[src/rtl/pipe_scheduler.sv]
// Purpose : scrolls N_PIPE pipe slots in Q8.4, recycles them with LFSR gaps, keeps score and collision.
// Latency : load takes N_PIPE cycles; tick to frame_done is N_PIPE+1 cycles.
// Backpr. : none; a tick while busy or in DONE is dropped and flagged on sticky overrun.
//
// Ports:
//   clk, rst        - clock, asynchronous active-high reset
//   start           - pulse: reload every slot, clear score/collide/overrun (any state)
//   tick            - pulse: advance one frame (only accepted in RUN)
//   n_row, bird_alt - terminal rows and bird altitude, sampled as each slot is processed
//   pipes           - {position, max_bnd, min_bnd} per slot, slot i at [24*i +: 24]
//   score, collide  - pipes passed / sticky bird-pipe hit since start
//   busy            - high in LOAD and UPDATE
//   frame_done      - one-cycle pulse after the last slot of a frame is updated
//   overrun         - sticky: a tick arrived while the scheduler could not take it
module pipe_scheduler #(
   parameter int          N_PIPE  = 3,
   parameter int          SPACING = 50,
   parameter int          GAP     = 10,
   parameter int          STEP_Q4 = 5,
   parameter int          HIT_COL = 6,
   parameter logic [15:0] SEED    = 16'hACE1
) (
   input  logic                  clk,
   input  logic                  rst,
   input  logic                  start,
   input  logic                  tick,
   input  logic [7:0]            n_row,
   input  logic [7:0]            bird_alt,
   output logic [24*N_PIPE-1:0]  pipes,
   output logic [15:0]           score,
   output logic                  collide,
   output logic                  busy,
   output logic                  frame_done,
   output logic                  overrun
);

   localparam int              IW   = (N_PIPE > 1) ? $clog2(N_PIPE) : 1;
   localparam logic [11:0]     STEP = 12'(STEP_Q4);
   localparam logic [11:0]     WRAP = 12'(N_PIPE * SPACING * 16);
   localparam logic [7:0]      GAP8 = 8'(GAP);
   localparam logic [7:0]      HIT8 = 8'(HIT_COL);
   localparam logic [IW-1:0]   LAST = IW'(N_PIPE - 1);

   typedef enum logic [2:0] {S_IDLE, S_LOAD, S_RUN, S_UPDATE, S_DONE} state_t;

   state_t        state;
   logic [IW-1:0] idx;
   logic [11:0]   pos_q [N_PIPE];
   logic [7:0]    min_q [N_PIPE];
   logic [7:0]    max_q [N_PIPE];
   logic [15:0]   lfsr_q;

   logic [15:0]   lfsr_nxt;
   logic [7:0]    gap_raw, gap_lim, gap_top, gen_min, gen_max;
   logic [11:0]   cur_pos, dec_pos, load_pos;
   logic [7:0]    cur_min, cur_max;
   logic          recycle, hit;

   // Fibonacci LFSR, taps 16,14,13,11, shifting toward bit 0.
   assign lfsr_nxt = {lfsr_q[0] ^ lfsr_q[2] ^ lfsr_q[3] ^ lfsr_q[5], lfsr_q[15:1]};

   // Gap from the low nibble; pulled down so max_bnd stays within n_row-2.
   // Deliberately 8-bit throughout, so tiny n_row values wrap.
   always_comb begin
      gap_raw = 8'd2 + {4'd0, lfsr_q[3:0]};
      gap_lim = n_row - 8'd2;
      gap_top = gap_raw + GAP8;
      gen_min = (gap_top > gap_lim) ? (gap_lim - GAP8) : gap_raw;
      gen_max = gen_min + GAP8;
   end

   // Select the slot currently addressed by idx.
   always_comb begin
      cur_pos  = '0;
      cur_min  = '0;
      cur_max  = '0;
      load_pos = '0;
      for (int i = 0; i < N_PIPE; i++) begin
         if (idx == IW'(i)) begin
            cur_pos  = pos_q[i];
            cur_min  = min_q[i];
            cur_max  = max_q[i];
            load_pos = 12'((i + 1) * SPACING * 16);
         end
      end
   end

   assign recycle = (cur_pos < STEP);
   assign dec_pos = cur_pos - STEP;
   // Only meaningful for a non-recycled slot; uses that slot's existing gap.
   assign hit     = (dec_pos[11:4] <= HIT8) && ((bird_alt >= cur_max) || (bird_alt <= cur_min));

   always_ff @(posedge clk or posedge rst) begin
      if (rst) begin
         state      <= S_IDLE;
         idx        <= '0;
         lfsr_q     <= SEED;
         score      <= '0;
         collide    <= 1'b0;
         overrun    <= 1'b0;
         frame_done <= 1'b0;
         for (int i = 0; i < N_PIPE; i++) begin
            pos_q[i] <= '0;
            min_q[i] <= '0;
            max_q[i] <= '0;
         end
      end else begin
         frame_done <= 1'b0;
         if (start) begin
            // Start preempts everything; a coincident tick is simply dropped.
            state <= S_LOAD;
            idx   <= '0;
         end else begin
            case (state)
               S_IDLE: ;
               S_LOAD: begin
                  for (int i = 0; i < N_PIPE; i++) begin
                     if (idx == IW'(i)) begin
                        pos_q[i] <= load_pos;
                        min_q[i] <= gen_min;
                        max_q[i] <= gen_max;
                     end
                  end
                  lfsr_q <= lfsr_nxt;
                  if (idx == '0) begin
                     score   <= '0;
                     collide <= 1'b0;
                     overrun <= 1'b0;
                  end
                  if (idx == LAST) begin
                     state <= S_RUN;
                     idx   <= '0;
                  end else begin
                     idx <= idx + IW'(1);
                  end
               end
               S_RUN: begin
                  if (tick) begin
                     state <= S_UPDATE;
                     idx   <= '0;
                  end
               end
               S_UPDATE: begin
                  for (int i = 0; i < N_PIPE; i++) begin
                     if (idx == IW'(i)) begin
                        if (recycle) begin
                           pos_q[i] <= dec_pos + WRAP;
                           min_q[i] <= gen_min;
                           max_q[i] <= gen_max;
                        end else begin
                           pos_q[i] <= dec_pos;
                        end
                     end
                  end
                  if (recycle) begin
                     lfsr_q <= lfsr_nxt;
                     if (score != 16'hFFFF)
                        score <= score + 16'd1;
                  end else if (hit) begin
                     collide <= 1'b1;
                  end
                  if (idx == LAST) begin
                     state      <= S_DONE;
                     idx        <= '0;
                     frame_done <= 1'b1;
                  end else begin
                     idx <= idx + IW'(1);
                  end
               end
               S_DONE: state <= S_RUN;
               default: state <= S_IDLE;
            endcase
            // After the case so a tick on the first LOAD cycle still flags.
            if (tick && ((state == S_LOAD) || (state == S_UPDATE) || (state == S_DONE)))
               overrun <= 1'b1;
         end
      end
   end

   assign busy = (state == S_LOAD) || (state == S_UPDATE);

   for (genvar g = 0; g < N_PIPE; g++) begin : g_pack
      assign pipes[24*g +: 24] = {pos_q[g][11:4], max_q[g], min_q[g]};
   end

endmodule

[config.mk]
export PLATFORM = sky130hd
export DESIGN_NAME = pipe_scheduler
export DESIGN_NICKNAME = d
export VERILOG_FILES = /design/src/rtl/pipe_scheduler.sv
export SDC_FILE = /design/constraint.sdc
export NUM_CORES = 1
export LEC_CHECK = 0
export ABC_AREA = 1
export CAP_MARGIN = 5
export CORE_MARGIN = 5
export CORE_UTILIZATION = 32
export CTS_BUF_LIST = sky130_fd_sc_hd__clkbuf_8
export DETAILED_ROUTE_END_ITERATION = 8
export GPL_TIMING_DRIVEN = 1
export HOLD_SLACK_MARGIN = 0.05
export PLACE_DENSITY = 0.5
export SYNTH_ARGS = -nofsm -noshare
export SYNTH_HDL_FRONTEND = slang
export SYNTH_SLANG_ARGS = --single-unit
[constraint.sdc]
create_clock -name clk -period 6.35 [get_ports clk]
set_input_delay 1.905 -clock clk [delete_from_list [all_inputs] [get_ports clk]]
set_output_delay 1.905 -clock clk [all_outputs]
set_load 0.01 [all_outputs]
Yosys cells after proc, flatten, opt, wreduce, memory -nomap -nowiden:

Index checks and enable logic that the tools add are counted.

* $lt $le $gt $ge: 5
* reductions and logical operators: 24
* bitwise gates (word level): 4
* equal/unequal tests: 21
* $mul: 0
* shift-type cells: 0
* muxes and demuxes: 60
* divide/modulo/power cells: 0
* add/subtract/negate cells: 9

Operator list (number)
* $mux W8: 21
* $mux W12: 11
* $pmux W24 S2: 2
* $pmux W36 S2: 1
* $mux W16: 4
* $pmux W16 S2: 2
* $reduce_and A5 Y1: 5
* $ne A2 B2 Y1 const B: 11
* $add A16 B1 Y16 const B: 1
* $ne A16 B16 Y1 const B: 1
* $reduce_and A4 Y1: 4
* $pmux W3 S5: 1
* $add A12 B12 Y12 const B: 1
* $lt A12 B3 Y1 const B: 1
* $mux W3: 4
* $sub A12 B3 Y12 const B: 1
* $mux W11: 1
* $ne A3 B3 Y1 const B: 3
* $add A8 B4 Y8 const B: 1
* $ge A8 B8 Y1: 1
* $gt A6 B8 Y1: 1
* $le A8 B3 Y1 const B: 1
* $le A8 B8 Y1: 1
* $mux W1: 8
* 24 further kinds: 35

* flip-flop bits (word level): 124
* bits in latches: 0
* output and inout port bits: 92
* logic and storage cells: 139
* RAM bits: 0
* input bits: 20
* bits in read-only memories: 0
* memories: 0

Depth between registers and ports, before layout:

* word-level depth: 10
* gate-level depth with buffers: 24
* depth with buffers taken out: 24

Least setup slack after synthesis:

Ideal clock, no wire load.

* kind: input to register
* start point: input port n_row[1]
* end point: register max_q, in the netlist pipes[15]
* setup slack: 2.042 ns
* arrival time: 4.225 ns
* cell stages on the path: 18
* library setup time: 0.083 ns
* cell sequence: inv_1 ha_1 nand3_1 xor2_1 ha_1 nand3_1 nand3b_1 nand3_1 nor2_2 nand2_1 nand2_1 nand2_1 ha_1 inv_1 nand2_1 nand3_1 nand2_1 o21ai_0

* word-level cells in the longest chain between the ends: 7
* elaborated cells on any way between the ends: 9
* classes of those cells: add/sub (3); order compare (1); mux (5)

RTL lines
* start: declaration: line 27 `input logic [7:0] n_row,`
* $sub A8 B2 Y8 *: line 66 `gap_lim = n_row - 8'd2;`
* $sub A8 B4 Y8 or $gt A6 B8 Y1 (tied branches): line 68 `gen_min = (gap_top > gap_lim) ? (gap_lim - GAP8) : gap_raw;`
* $mux W8 *: line 68
* net gen_min[1]: line 54 `logic [7:0] gap_raw, gap_lim, gap_top, gen_min, gen_max;`
* $add A8 B4 Y8 *: line 69 `gen_max = gen_min + GAP8;`
* $mux W8: line 146 `if (recycle) begin`
* $mux W8: line 145 `if (idx == IW'(i)) begin`
* $pmux W24 S2 *: line 114 `case (state)`
* end signal: indexed assignment: line 121 `max_q[i] <= gen_max;`
* end signal: indexed assignment: line 149 `max_q[i] <= gen_max;`
* end: declaration: line 50 `logic [7:0] max_q [N_PIPE];`

Mark *: on every way through the listed nets, which the timed path passes. The rest lies on a longest branch. The select of a mux whose other input is x is not followed.
A chain may end at the register's enable or synchronous reset.

Final worst setup path:

* start point: input port n_row[1]
* end point: register max_q, in the netlist pipes[39]

Same word-level chain as after synthesis.

==> results.sh <==
export IMPL_place_area_mm2=0.00859
export IMPL_worstPathCellList="clkdlybuf4s50_1 -> inv_1 -> ha_1 -> nand3_1 -> xor2_1 -> ha_1 -> nand3_1 -> nand3b_1 -> nand3_1 -> nor2_2 -> nand2_1 -> nand2_1 -> nand2_1 -> ha_1 -> inv_1 -> nand2_1 -> nand3_1 -> nand2_1 -> o21ai_0"
export IMPL_initial_util_pct=32.6
export IMPL_detailedPlacementHpwl_um=15400
export IMPL_cts_hold_buf=0
export IMPL_cts_reportedPaths_clkPinSlew_ps=70
export IMPL_finalClockSkew_ps=13.8
export IMPL_yosys_cell_types=52
export IMPL_r2r_setup_slack_ps=2780
export IMPL_worst_setup_path_end_kind="flop"
export IMPL_arrival_ps=5340
export IMPL_finalCoreUtilization_pct=39.6
export IMPL_fp_row_count=55
export IMPL_fin_hold_ws_ps=485
export IMPL_root_buffer="clkbuf_8"
export IMPL_syn_nets=1005
export IMPL_fmax_mhz=201
export IMPL_tightest_slew_ps=628
export IMPL_cell_occurring_most_often_along_the_worst_timing_path="nand2_1"
export IMPL_yosys_top_cells_count="281 x nand2_1, 113 x dfrtp_1, 97 x inv_1"
export IMPL_avgViaCountPerCell=4.77
export IMPL_setup_tns_ps=0
export IMPL_maximum_number_of_pins_on_one_net_before_global_route_repair=47
export IMPL_startpoint_to_endpoint_class_of_the_critical_path="input pin to flop"
export IMPL_cp_max_stage_cell="clkdlybuf4s50_1"
export IMPL_drive_above_1_share_pct=9.54
export IMPL_layout_cell_area_non_filler_mm2=0.00900
export IMPL_final_period_minus_worst_setup_slack_ps=4990
export IMPL_clkSinkCount=121
export IMPL_tritoncts_clock_tree="built"
export IMPL_via_count_of_the_first_global_routing_pass=6357
export IMPL_post_synth_cell_area_avg_um2=7.80
export IMPL_slew_headroom_pct=58.1
export IMPL_instance_count_of_the_mapped_netlist=950
export IMPL_synthesis_area_mm2=0.00741
export IMPL_ant_nets=0
export IMPL_via_count=6360
export IMPL_synth_seq_area_share_pct=41.0
export IMPL_worstReg2RegStart="idx[1]$_DFFE_PP0P_"
export IMPL_cts_repair_resize_count=0
export IMPL_grt_ovfl_total=0
export IMPL_synth_largest_area_cell="dfrtp_1"
export IMPL_wl_per_cell_um=15.7
export IMPL_die_w_um=162
export IMPL_run_status="finished, final reports clean"
export IMPL_synth_async_sr_flop_share_pct=100
export IMPL_timing_hold_worst_start="pos_q[0]$_DFFE_PP0P_"
export IMPL_number_of_antenna_violations_at_the_first_check_in_global_routing=0
export IMPL_nets=1090
export IMPL_drc=0
export IMPL_clk_latency_ps=450
export IMPL_grt_setup_unrepaired="no"
export IMPL_floorplan_core_area_mm2=0.0227
export IMPL_cp_max_fo=7
export IMPL_antenna_cell_count=0
export IMPL_number_of_setup_buffers_added_after_cts=0
export IMPL_max_cap_viol_count=0
export IMPL_report_final_setup_viol=0
export IMPL_hold_class="flop to flop"
export IMPL_io_pins=112
export IMPL_peakVddDrop_uv=181
export IMPL_max_stage_delay_ps=620
export IMPL_yosys_top_cells_area="dfrtp_1 38%, nand2_1 14%, ha_1 5.9%"
export IMPL_final_max_slew_viol_count=0
export IMPL_dieArea_mm2=0.0263
export IMPL_global_route_wire_length_before_repair_um=34500
export IMPL_share_of_the_clock_period_used_by_the_worst_path_pct=78.5
export IMPL_drtIter0Drc=420
export IMPL_die_height_um=162
export IMPL_tritoncts_num_buffers=17
export IMPL_cp_startpoint="n_row[1]"
export IMPL_routed_wl_um=21000
export IMPL_most_used_dff_post_synth="dfrtp_1"
export IMPL_cp_data_required_time_ps=6700
export IMPL_p_leak_nw=4.30
export IMPL_hold_viol_final=0
export IMPL_synth_edf_count=0
export IMPL_netlist_area_leader_share_pct=38.1
export IMPL_cts_max_path_buffers=2
export IMPL_cp_start_kind="input pin"
export IMPL_synth_ff_latch_count=121
export IMPL_cts_htree_levels=4
export IMPL_grt_use_total_pct=16.5
export IMPL_place_port_buffers=111
export IMPL_synth_most_common_cell="nand2_1"
export IMPL_yosysWarningCount=0
export IMPL_drt_pre_antenna_iters=5
export IMPL_gp_routability_congestion=0.872
export IMPL_pwr_density_cell_mw_per_mm2=503
export IMPL_area_growth_synth_to_final_pct=21.4
## critical path: cells and delay by family
family | cells | cell delay (ps)
AOI/OAI and AO/OA | 1 | 160
xor gates and xnor gates | 1 | 320
adders and majority gates | 3 | 810
buffers and inverters | 3 | 800
and+or+nand+nor | 11 | 1320
## layout make-up
type / count / area [um2]
well taps: 285 / 357
repair buffers: 121 / 1190
multi-input cells: 665 / 3590
flip-flops and latches: 121 / 3040
inverters: 109 / 414
clock buffers: 20 / 275
fillers: 2373 / 13700
clock inverters: 12 / 133
## registers in the layout, summed over array words and instances, names as in the netlist
register    count
idx             2
collide         1
overrun         1
pipes          69
pos_q          12
state           3
frame_done      1
lfsr_q         16
score          16
## where the power goes
part	switching (mW)	internal [mW]
combinational	1.50	0.998
clock	0.323	0.411
sequential	0.231	1.06
total	2.06	2.47
## cells by family after synthesis
| group | Yosys count | share of synthesized area (%) |
|---|---|---|
| simple gates | 438 | 25.5 |
| buf+inv | 164 | 10.5 |
| compound gates | 162 | 12.7 |
| flops | 121 | 41.0 |
| fa+ha+maj | 35 | 5.91 |
| xor+xnor | 19 | 2.25 |
| mux | 11 | 2.18 |
## through the flow
stage                     std cells  total power, mW  worst slack (ps)
after floorplan                 950             3.03              1240
after global placement         1301             3.82              1050
after detailed placement       1301             3.82               910
after CTS                      1333             4.58              1400
after global routing           1333             4.96               959
final                          1333             4.52              1360
## layer usage
layer	wire length (um)	global-route usage, %	up-vias
met3	1220	4.77	20
met4	233	3.61	0
met2	9580	26.2	165
met1	9940	22.4	2939
li1	-	-	3236
met5	0	0	-
## path summary, 6_finish.rpt
check,to,cells past startpoint
setup / recovery,pipes[39]$_DFFE_PP0P_,19
hold / removal,pos_q[0]$_DFFE_PP0P_,2
setup reg to reg,collide$_DFFE_PP0P_,16
hold reg to reg,pos_q[0]$_DFFE_PP0P_,2
max in group asynchronous,pipes[63]$_DFFE_PP0P_,3
min in group asynchronous,score[3]$_DFFE_PP0P_,2
## layout by cell type, fill, tap and decap left out, drive strengths merged, types with 9 or more instances in the layout
| master | count |
|---|---|
| buf | 10 |
| clkbuf | 20 |
| a21oi | 34 |
| mux2 | 11 |
| nand2 | 296 |
| dfrtp | 113 |
| nand3 | 52 |
| inv | 112 |
| clkdlybuf4s50 | 111 |
| xor2 | 13 |
| ha | 35 |
| nor2 | 61 |
| a22oi | 9 |
| o21ai | 90 |
| nand4 | 12 |
Note: power is estimated with default switching activity, not from simulation.
